File: src/rtl/ms_pulse_monitor_if.sv
// rtl/ms_pulse_monitor_if.sv - pulse input, soft clear and measurement status bundle
interface ms_pulse_monitor_if #(
   parameter int CNT_W = 20
);
   logic             pulse_in;
   logic             clear;
   logic [CNT_W-1:0] period;
   logic             period_valid;
   logic             locked;
   logic             timeout;
   logic [15:0]      ms_count;

   modport master (
      output pulse_in, clear,
      input  period, period_valid, locked, timeout, ms_count
   );

   modport slave (
      input  pulse_in, clear,
      output period, period_valid, locked, timeout, ms_count
   );
endinterface

File: src/rtl/ms_pulse_monitor.sv
// rtl/ms_pulse_monitor.sv - ms pulse train period measurement, lock and timeout checker
module ms_pulse_monitor #(
   parameter int EXPECT = 50000,
   parameter int TOL    = 50,
   parameter int LOCK_N = 4,
   parameter int CNT_W  = 20
) (
   input logic                clk,
   input logic                rst_n,
   ms_pulse_monitor_if.slave  mon
);
   typedef enum logic {WAIT_FIRST = 1'b0, MEASURE = 1'b1} state_t;

   localparam logic [CNT_W-1:0] PER_LO   = CNT_W'(EXPECT - TOL);
   localparam logic [CNT_W-1:0] PER_HI   = CNT_W'(EXPECT + TOL);
   localparam logic [CNT_W-1:0] CNT_LAST = CNT_W'(2 * EXPECT - 1);
   localparam logic [3:0]       RUN_FULL = 4'(LOCK_N);

   state_t           state_q, state_d;
   logic             s1_q, s1_d, s2_q, s2_d, s3_q, s3_d;
   logic [CNT_W-1:0] cnt_q, cnt_d;
   logic [CNT_W-1:0] period_q, period_d;
   logic             period_valid_q, period_valid_d;
   logic [3:0]       run_q, run_d;
   logic             locked_q, locked_d;
   logic             timeout_q, timeout_d;
   logic [15:0]      ms_count_q, ms_count_d;

   logic             rise;
   logic [CNT_W-1:0] period_meas;
   logic             in_tol;

   always_ff @(posedge clk or negedge rst_n) begin
      if (!rst_n) begin
         state_q        <= WAIT_FIRST;
         s1_q           <= 1'b0;
         s2_q           <= 1'b0;
         s3_q           <= 1'b0;
         cnt_q          <= '0;
         period_q       <= '0;
         period_valid_q <= 1'b0;
         run_q          <= 4'd0;
         locked_q       <= 1'b0;
         timeout_q      <= 1'b0;
         ms_count_q     <= 16'd0;
      end else begin
         state_q        <= state_d;
         s1_q           <= s1_d;
         s2_q           <= s2_d;
         s3_q           <= s3_d;
         cnt_q          <= cnt_d;
         period_q       <= period_d;
         period_valid_q <= period_valid_d;
         run_q          <= run_d;
         locked_q       <= locked_d;
         timeout_q      <= timeout_d;
         ms_count_q     <= ms_count_d;
      end
   end

   always_comb begin
      rise        = s2_q & ~s3_q;
      period_meas = cnt_q + CNT_W'(1);
      in_tol      = (period_meas >= PER_LO) && (period_meas <= PER_HI);

      // The synchroniser keeps running through a soft clear so no edge is fabricated afterwards.
      s1_d           = mon.pulse_in;
      s2_d           = s1_q;
      s3_d           = s2_q;
      state_d        = state_q;
      cnt_d          = cnt_q;
      period_d       = period_q;
      period_valid_d = 1'b0;
      run_d          = run_q;
      locked_d       = locked_q;
      timeout_d      = timeout_q;
      ms_count_d     = ms_count_q;

      if (mon.clear) begin
         state_d    = WAIT_FIRST;
         cnt_d      = '0;
         period_d   = '0;
         run_d      = 4'd0;
         locked_d   = 1'b0;
         timeout_d  = 1'b0;
         ms_count_d = 16'd0;
      end else begin
         if (rise) begin
            ms_count_d = ms_count_q + 16'd1;
         end
         unique case (state_q)
            WAIT_FIRST: begin
               cnt_d = '0;
               if (rise) begin
                  state_d = MEASURE;
               end
            end
            MEASURE: begin
               if (rise) begin
                  period_d       = period_meas;
                  period_valid_d = 1'b1;
                  cnt_d          = '0;
                  if (in_tol) begin
                     run_d    = (run_q >= RUN_FULL) ? RUN_FULL : run_q + 4'd1;
                     locked_d = (run_d == RUN_FULL);
                  end else begin
                     run_d    = 4'd0;
                     locked_d = 1'b0;
                  end
               end else if (cnt_q == CNT_LAST) begin
                  // Two nominal periods with no edge: give up and wait for a fresh first pulse.
                  timeout_d = 1'b1;
                  locked_d  = 1'b0;
                  run_d     = 4'd0;
                  cnt_d     = '0;
                  state_d   = WAIT_FIRST;
               end else begin
                  cnt_d = cnt_q + CNT_W'(1);
               end
            end
            default: state_d = WAIT_FIRST;
         endcase
      end
   end

   assign mon.period       = period_q;
   assign mon.period_valid = period_valid_q;
   assign mon.locked       = locked_q;
   assign mon.timeout      = timeout_q;
   assign mon.ms_count     = ms_count_q;
endmodule

File: src/flat_wrapper.sv
// flat-port wrapper written by rule: the top's interface ports become plain ports
module ms_pulse_monitor_flat 
#(
   parameter int EXPECT = 50000,
   parameter int TOL    = 50,
   parameter int LOCK_N = 4,
   parameter int CNT_W  = 20
)
  (clk, rst_n, mon_pulse_in, mon_clear, mon_period, mon_period_valid, mon_locked, mon_timeout, mon_ms_count);
  ms_pulse_monitor_if #(.CNT_W(CNT_W)) mon_i ();
  input logic clk;
  input logic rst_n;
  input wire logic [$bits(mon_i.pulse_in)-1:0] mon_pulse_in;
  input wire logic [$bits(mon_i.clear)-1:0] mon_clear;
  output wire logic [$bits(mon_i.period)-1:0] mon_period;
  output wire logic [$bits(mon_i.period_valid)-1:0] mon_period_valid;
  output wire logic [$bits(mon_i.locked)-1:0] mon_locked;
  output wire logic [$bits(mon_i.timeout)-1:0] mon_timeout;
  output wire logic [$bits(mon_i.ms_count)-1:0] mon_ms_count;
  assign mon_i.pulse_in = mon_pulse_in;
  assign mon_i.clear = mon_clear;
  assign mon_period = mon_i.period;
  assign mon_period_valid = mon_i.period_valid;
  assign mon_locked = mon_i.locked;
  assign mon_timeout = mon_i.timeout;
  assign mon_ms_count = mon_i.ms_count;
  ms_pulse_monitor #(.EXPECT(EXPECT), .TOL(TOL), .LOCK_N(LOCK_N), .CNT_W(CNT_W)) u_core (.clk(clk), .rst_n(rst_n), .mon(mon_i));
endmodule
File: config.mk
export PLATFORM = sky130hd
export DESIGN_NAME = ms_pulse_monitor_flat
export DESIGN_NICKNAME = d
export VERILOG_FILES = /design/src/rtl/ms_pulse_monitor_if.sv /design/src/rtl/ms_pulse_monitor.sv /design/src/flat_wrapper.sv
export SDC_FILE = /design/constraint.sdc
export NUM_CORES = 1
export LEC_CHECK = 0
export ABC_AREA = 1
export CORE_UTILIZATION = 30
export CTS_CLUSTER_DIAMETER = 100
export DETAILED_ROUTE_END_ITERATION = 6
export PLACE_DENSITY = 0.57
export SETUP_SLACK_MARGIN = 0.5
export SLEW_MARGIN = 20
export SYNTH_ARGS = -nofsm -noshare
export SYNTH_HDL_FRONTEND = slang
export SYNTH_SLANG_ARGS = --single-unit
File: constraint.sdc
create_clock -name clk -period 4.1 [get_ports clk]
set_clock_uncertainty 0.2 [all_clocks]
set_input_delay 0.41 -clock clk [delete_from_list [all_inputs] [get_ports clk]]
set_output_delay 0.41 -clock clk [all_outputs]
set_load 0.005 [all_outputs]
# Word-level counts from Yosys, hierarchy flattened

Index checks and enable logic that the tools add are counted.

Equal/unequal tests: 3
Reduce and logical (&&, ||, !) cells: 8
Order comparisons: 3
Bitwise logic cells: 3
Add/subtract/negate cells: 3
Muxes and demuxes: 31

Operator list:

| cell                                                                    | number |
|---|---|
| 20-bit two-way mux                                                      | 6 |
| 20-bit one-hot mux with 2 select lines                                  | 1 |
| 16-bit two-way mux                                                      | 2 |
| 4-bit two-way mux                                                       | 6 |
| 20-bit by 1-bit adder with 20-bit output, second input constant         | 1 |
| 20-bit by 17-bit equality test with 1-bit output, second input constant | 1 |
| 20-bit by 16-bit >= comparator with 1-bit output, second input constant | 1 |
| 20-bit by 16-bit <= comparator with 1-bit output, second input constant | 1 |
| 16-bit by 1-bit adder with 16-bit output, second input constant         | 1 |
| 1-bit two-way mux                                                       | 15 |
| 2-bit nonzero test                                                      | 3 |
| 4-bit by 1-bit adder with 4-bit output, second input constant           | 1 |
| 4-bit by 3-bit equality test with 1-bit output, second input constant   | 1 |
| 4-bit by 3-bit >= comparator with 1-bit output, second input constant   | 1 |
| 2-bit AND reduction                                                     | 2 |
| 3-bit AND reduction                                                     | 1 |
| 3-bit nonzero test                                                      | 1 |
| 2-bit != test, second input constant                                    | 1 |
| 1-bit NOT                                                               | 2 |
| 1-bit one-hot mux with 2 select lines                                   | 1 |
| 1-bit AND                                                               | 1 |
| 1-bit logical AND                                                       | 1 |

Bits of input ports: 4
Register bits: 67
Logic and storage cells: 62

# Depth between registers and ports, before layout

Word-level depth: 7
Mapped depth: 14

# Least setup slack after synthesis

Ideal clock, no wire load.

Kind: register to register
From: register u_core.ms_count_q[0] (netlist: u_core.mon.ms_count[0])
To: register u_core.ms_count_q[12] (netlist: u_core.mon.ms_count[12])
Required time: 3.780 ns
Cell stages (with the launch flop): 13
Period minus slack after synthesis: 1.919 ns
Arrival: 1.600 ns
Path buffers: 0
Setup slack: 2.181 ns
Cell sequence: dfrtp_1 ha_1 nand3_1 nor2_1 nand2_1 nor3_1 nand3_1 nor2_1 nand2_1 nand2_1 o21ai_0 o21ai_0 inv_1

Word-level cells in the longest chain between the ends: 3

Ends and longest elaborated chain:

| what                                     | line                   | text |
|---|---|---|
| from (decl)                              | ms_pulse_monitor.sv:27 | `logic [15:0] ms_count_q, ms_count_d;` |
| from (signal assigned)                   | ms_pulse_monitor.sv:57 | `ms_count_q <= ms_count_d;` |
| 16-bit by 1-bit adder with 16-bit output | ms_pulse_monitor.sv:89 | `ms_count_d = ms_count_q + 16'd1;` |
| 16-bit two-way mux                       | ms_pulse_monitor.sv:88 | `if (rise) begin` |
| 16-bit two-way mux                       | ms_pulse_monitor.sv:79 | `if (mon.clear) begin` |

Every way passes these cells. The select of a mux whose other input is x is not followed.
A chain may end at the register's enable or synchronous reset.

# Final worst setup path

From: register u_core.cnt_q[0]
To: register u_core.cnt_q[8]

Word-level cells in the longest chain between the ends: 5
Elaborated cells between the ends (all ways): 6
Those cells by class: add/sub: 1; eq/ne: 1; mux: 4

Ends and longest elaborated chain:

| what                                                                                                                | line                                             | text |
|---|---|---|
| from (decl)                                                                                                         | ms_pulse_monitor.sv:21                           | `logic [CNT_W-1:0] cnt_q, cnt_d;` |
| from (signal assigned)                                                                                              | ms_pulse_monitor.sv:51                           | `cnt_q <= cnt_d;` |
| 20-bit by 1-bit adder with 20-bit output / 20-bit by 17-bit equality test with 1-bit output (equally long branches) | ms_pulse_monitor.sv:118, ms_pulse_monitor.sv:110 |  |
| 20-bit two-way mux *                                                                                                | ms_pulse_monitor.sv:110                          | `end else if (cnt_q == CNT_LAST) begin` |
| 20-bit two-way mux *                                                                                                | ms_pulse_monitor.sv:99                           | `if (rise) begin` |
| 20-bit one-hot mux with 2 select lines *                                                                            | ms_pulse_monitor.sv:91                           | `unique case (state_q)` |
| 20-bit two-way mux *                                                                                                | ms_pulse_monitor.sv:79                           |  |
| named net u_core.cnt_d[8]                                                                                           | ms_pulse_monitor.sv:21                           |  |

The timed path passes the listed nets; every way through them passes the cells marked *.

==> flow_summary.yaml <==
timing:
  period_share_pct: 59.8
  finalSetupTns_ns: 0
  clock.fmax_mhz: 408
  setup_viol: 0
  max-slew-margin-rel_pct: 42.2
  tightest_slew_ns: 0.864
  slew_viol_final: 0
  hold_violations: 0
  fin_crit_ns: 2.45
  rsz0062_at_grt: "false"
finish:
  drive_gt1_share_pct: 9.21
  final_nets: 459
  area_delta_synth_final_pct: 25.7
  antenna_cells: 0
  final_cell_mix: "nand2_1 (77), dfrtp_1 (67), nor2_1 (57), o21ai_0 (53), inv_1 (44)"
  layout_commonest_cell: "nand2_1"
worst_setup_path:
  path_class: "reg -> reg"
  critPathCaptureType: "register"
  required_ns: 4.11
  critPathLaunchType: "register"
  arrival_ns: 2.46
  cp_max_fo: 20
die:
  rows: 37
  die_y_um: 107
  die_w_um: 107
  ios: 43
  die_area_um2: 11400
  core_area_um2: 10500
  initial_core_util_pct: 31.4
power_and_ir_drop:
  vdd_drop_max_v: 0.000119
  p_per_area_nw_per_um2: 354
  power_uw: 1460
  cellLeakagePower_uw: 0.00176
placed_design:
  numPortBuffers: 42
  place.gp.congestion: 0.810
  hpwlAfterDp_um: 5700
logic_synthesis:
  yosys.area.top_type: "dfrtp_1"
  synth_top_area_share_pct: 51.0
  ys_warn_count: 0
  ys_types: 32
  syn_area_per_cell_um2: 8.13
  netlist_instances: 404
  synthesis.area_um2: 3290
  synth_nets: 412
  synth-seq-cells: 67
  synthTopCellsByArea: "dfrtp_1 (51%), nand2_1 (8.8%), o21ai_0 (8.1%)"
  ys_seq_area_share_pct: 51.0
global_route:
  grt_start_max_net_pins: 36
  grt_pass1_vias: 2771
  grt_pass1_wl_um: 13500
  gr-total-overflow: 0
  grt_use_total_pct: 15.3
  grt_antenna_before_repair: 0
detailed_routing:
  vias: 2813
  firstDrtPassIters: 4
  ant_nets: 0
  wl_per_cell_um: 13.0
  drc_errors: 0
  vias_per_cell: 4.75
  drtIter0Drc: 150
  wirelength_um: 7700
status:
  status: "finished, final reports clean"
flow_run:
  maxCapViolCount: 0
clock_network:
  hold_buffers: 1
  clock_latency_ns: 0.35
  post_cts_resized: 0
  clk_pin_slew_ns: 0.07
  h-tree-depth: 3
  clk_path_buf_depth: 2
  cts_root_buf: "clkbuf_8"
  cts_buffers: 9
  cts_setup_buffers: 0
  cts_tree: "built"
  clkSinkCount: 67
min_path:
  hold_path.class: "reg -> reg"
[state kept, by name, summed over array words and instances (netlist names)]
| name | cells |
|---|---|
| u_core.mon.period_valid | 1 |
| u_core.cnt_q | 20 |
| u_core.s2_q | 1 |
| u_core.mon.locked | 1 |
| u_core.state_q | 1 |
| u_core.mon.ms_count | 16 |
| u_core.s3_q | 1 |
| u_core.mon.period | 20 |
| u_core.mon.timeout | 1 |
| u_core.run_q | 4 |
| u_core.s1_q | 1 |
[logic make-up (layout without fill, tap and decap cells)]
logic type / count (synthesis) / after routing / synth area share (%)
compound gates: 68 / 68 / 11.0
buf+inv: 56 / 108 / 6.44
simple gates: 201 / 201 / 27.9
flops: 67 / 67 / 51.0
xor+xnor: 8 / 8 / 2.13
fa+ha+maj: 4 / 4 / 1.52
[routing by layer]
layer	global-route usage [%]	wire length (um)	vias up
met5	0	0	-
met3	3.04	286	18
li1	-	-	1401
met4	8.51	228	0
met1	19.3	3500	1336
met2	24.7	3680	58
[worst max-delay path: stages, from the launching register on]
cell and delay, ns:
dfrtp_1 0.56, ha_1 0.29, nand3_2 0.15, nor4_1 0.22, nand4_1 0.18, nand4_1 0.62, nor2_1 0.09
[metrics by stage]
stage	setup WS [ns]	cell area, um2	hold slack [ns]	instances	utilization [%]
final	1.65	4130	0.153	592	39.5
after global routing	1.35	4130	0.174	592	39.5
after CTS	1.60	4130	0.157	592	39.5
after detailed placement	1.39	3850	0.139	575	36.8
after global placement	1.42	3850	0.136	575	36.8
after floorplan	2.18	3290	-0.0856	404	-
[final cells by class]
type	count	area, um2
inverter	46	173
sequential	67	1680
tap	136	170
fill	1093	6330
clock buffer	10	128
timing repair buffer	46	448
multi-input combinational	281	1400
clock inverter	6	138
[power by group]
| part | switching [uW] | leakage (uW) | internal, uW |
|---|---|---|---|
| registers | 5.65 | 0.000925 | 667 |
| clock network | 263 | 0.000131 | 468 |
| logic | 41.5 | 0.000699 | 16.9 |
| total | 310 | 0.00176 | 1150 |
[synthesized netlist by cell type, drive strengths merged]
cell	instances
nand3b	1
or2	2
dfrtp	67
inv	45
o21a	1
clkinv	1
nor4	3
and2	2
clkbuf	8
a22o	1
nor2	70
a31oi	1
xnor2	3
a21oi	7
a221oi	1
a21o	1
o21ai	53
nor3	9
nand2	80
nand3	25
o21bai	3
buf	2
xor2	5
ha	4
nand4	9
[worst paths after layout]
path,from,endpoint,slack (ns),cells past startpoint
setup / recovery,u_core.cnt_q[0]$_DFF_PN0_,u_core.cnt_q[8]$_DFF_PN0_,1.65,6
hold / removal,u_core.s1_q$_DFF_PN0_,u_core.s2_q$_DFF_PN0_,0.15,0
setup reg to reg,u_core.cnt_q[0]$_DFF_PN0_,u_core.cnt_q[8]$_DFF_PN0_,1.65,6
hold reg to reg,u_core.s1_q$_DFF_PN0_,u_core.s2_q$_DFF_PN0_,0.15,0
max in group asynchronous,rst_n,u_core.cnt_q[16]$_DFF_PN0_,2.34,3
min in group asynchronous,rst_n,u_core.mon.ms_count[2]$_DFFE_PN0P_,0.44,2
Note: power is estimated with default switching activity, not from simulation.
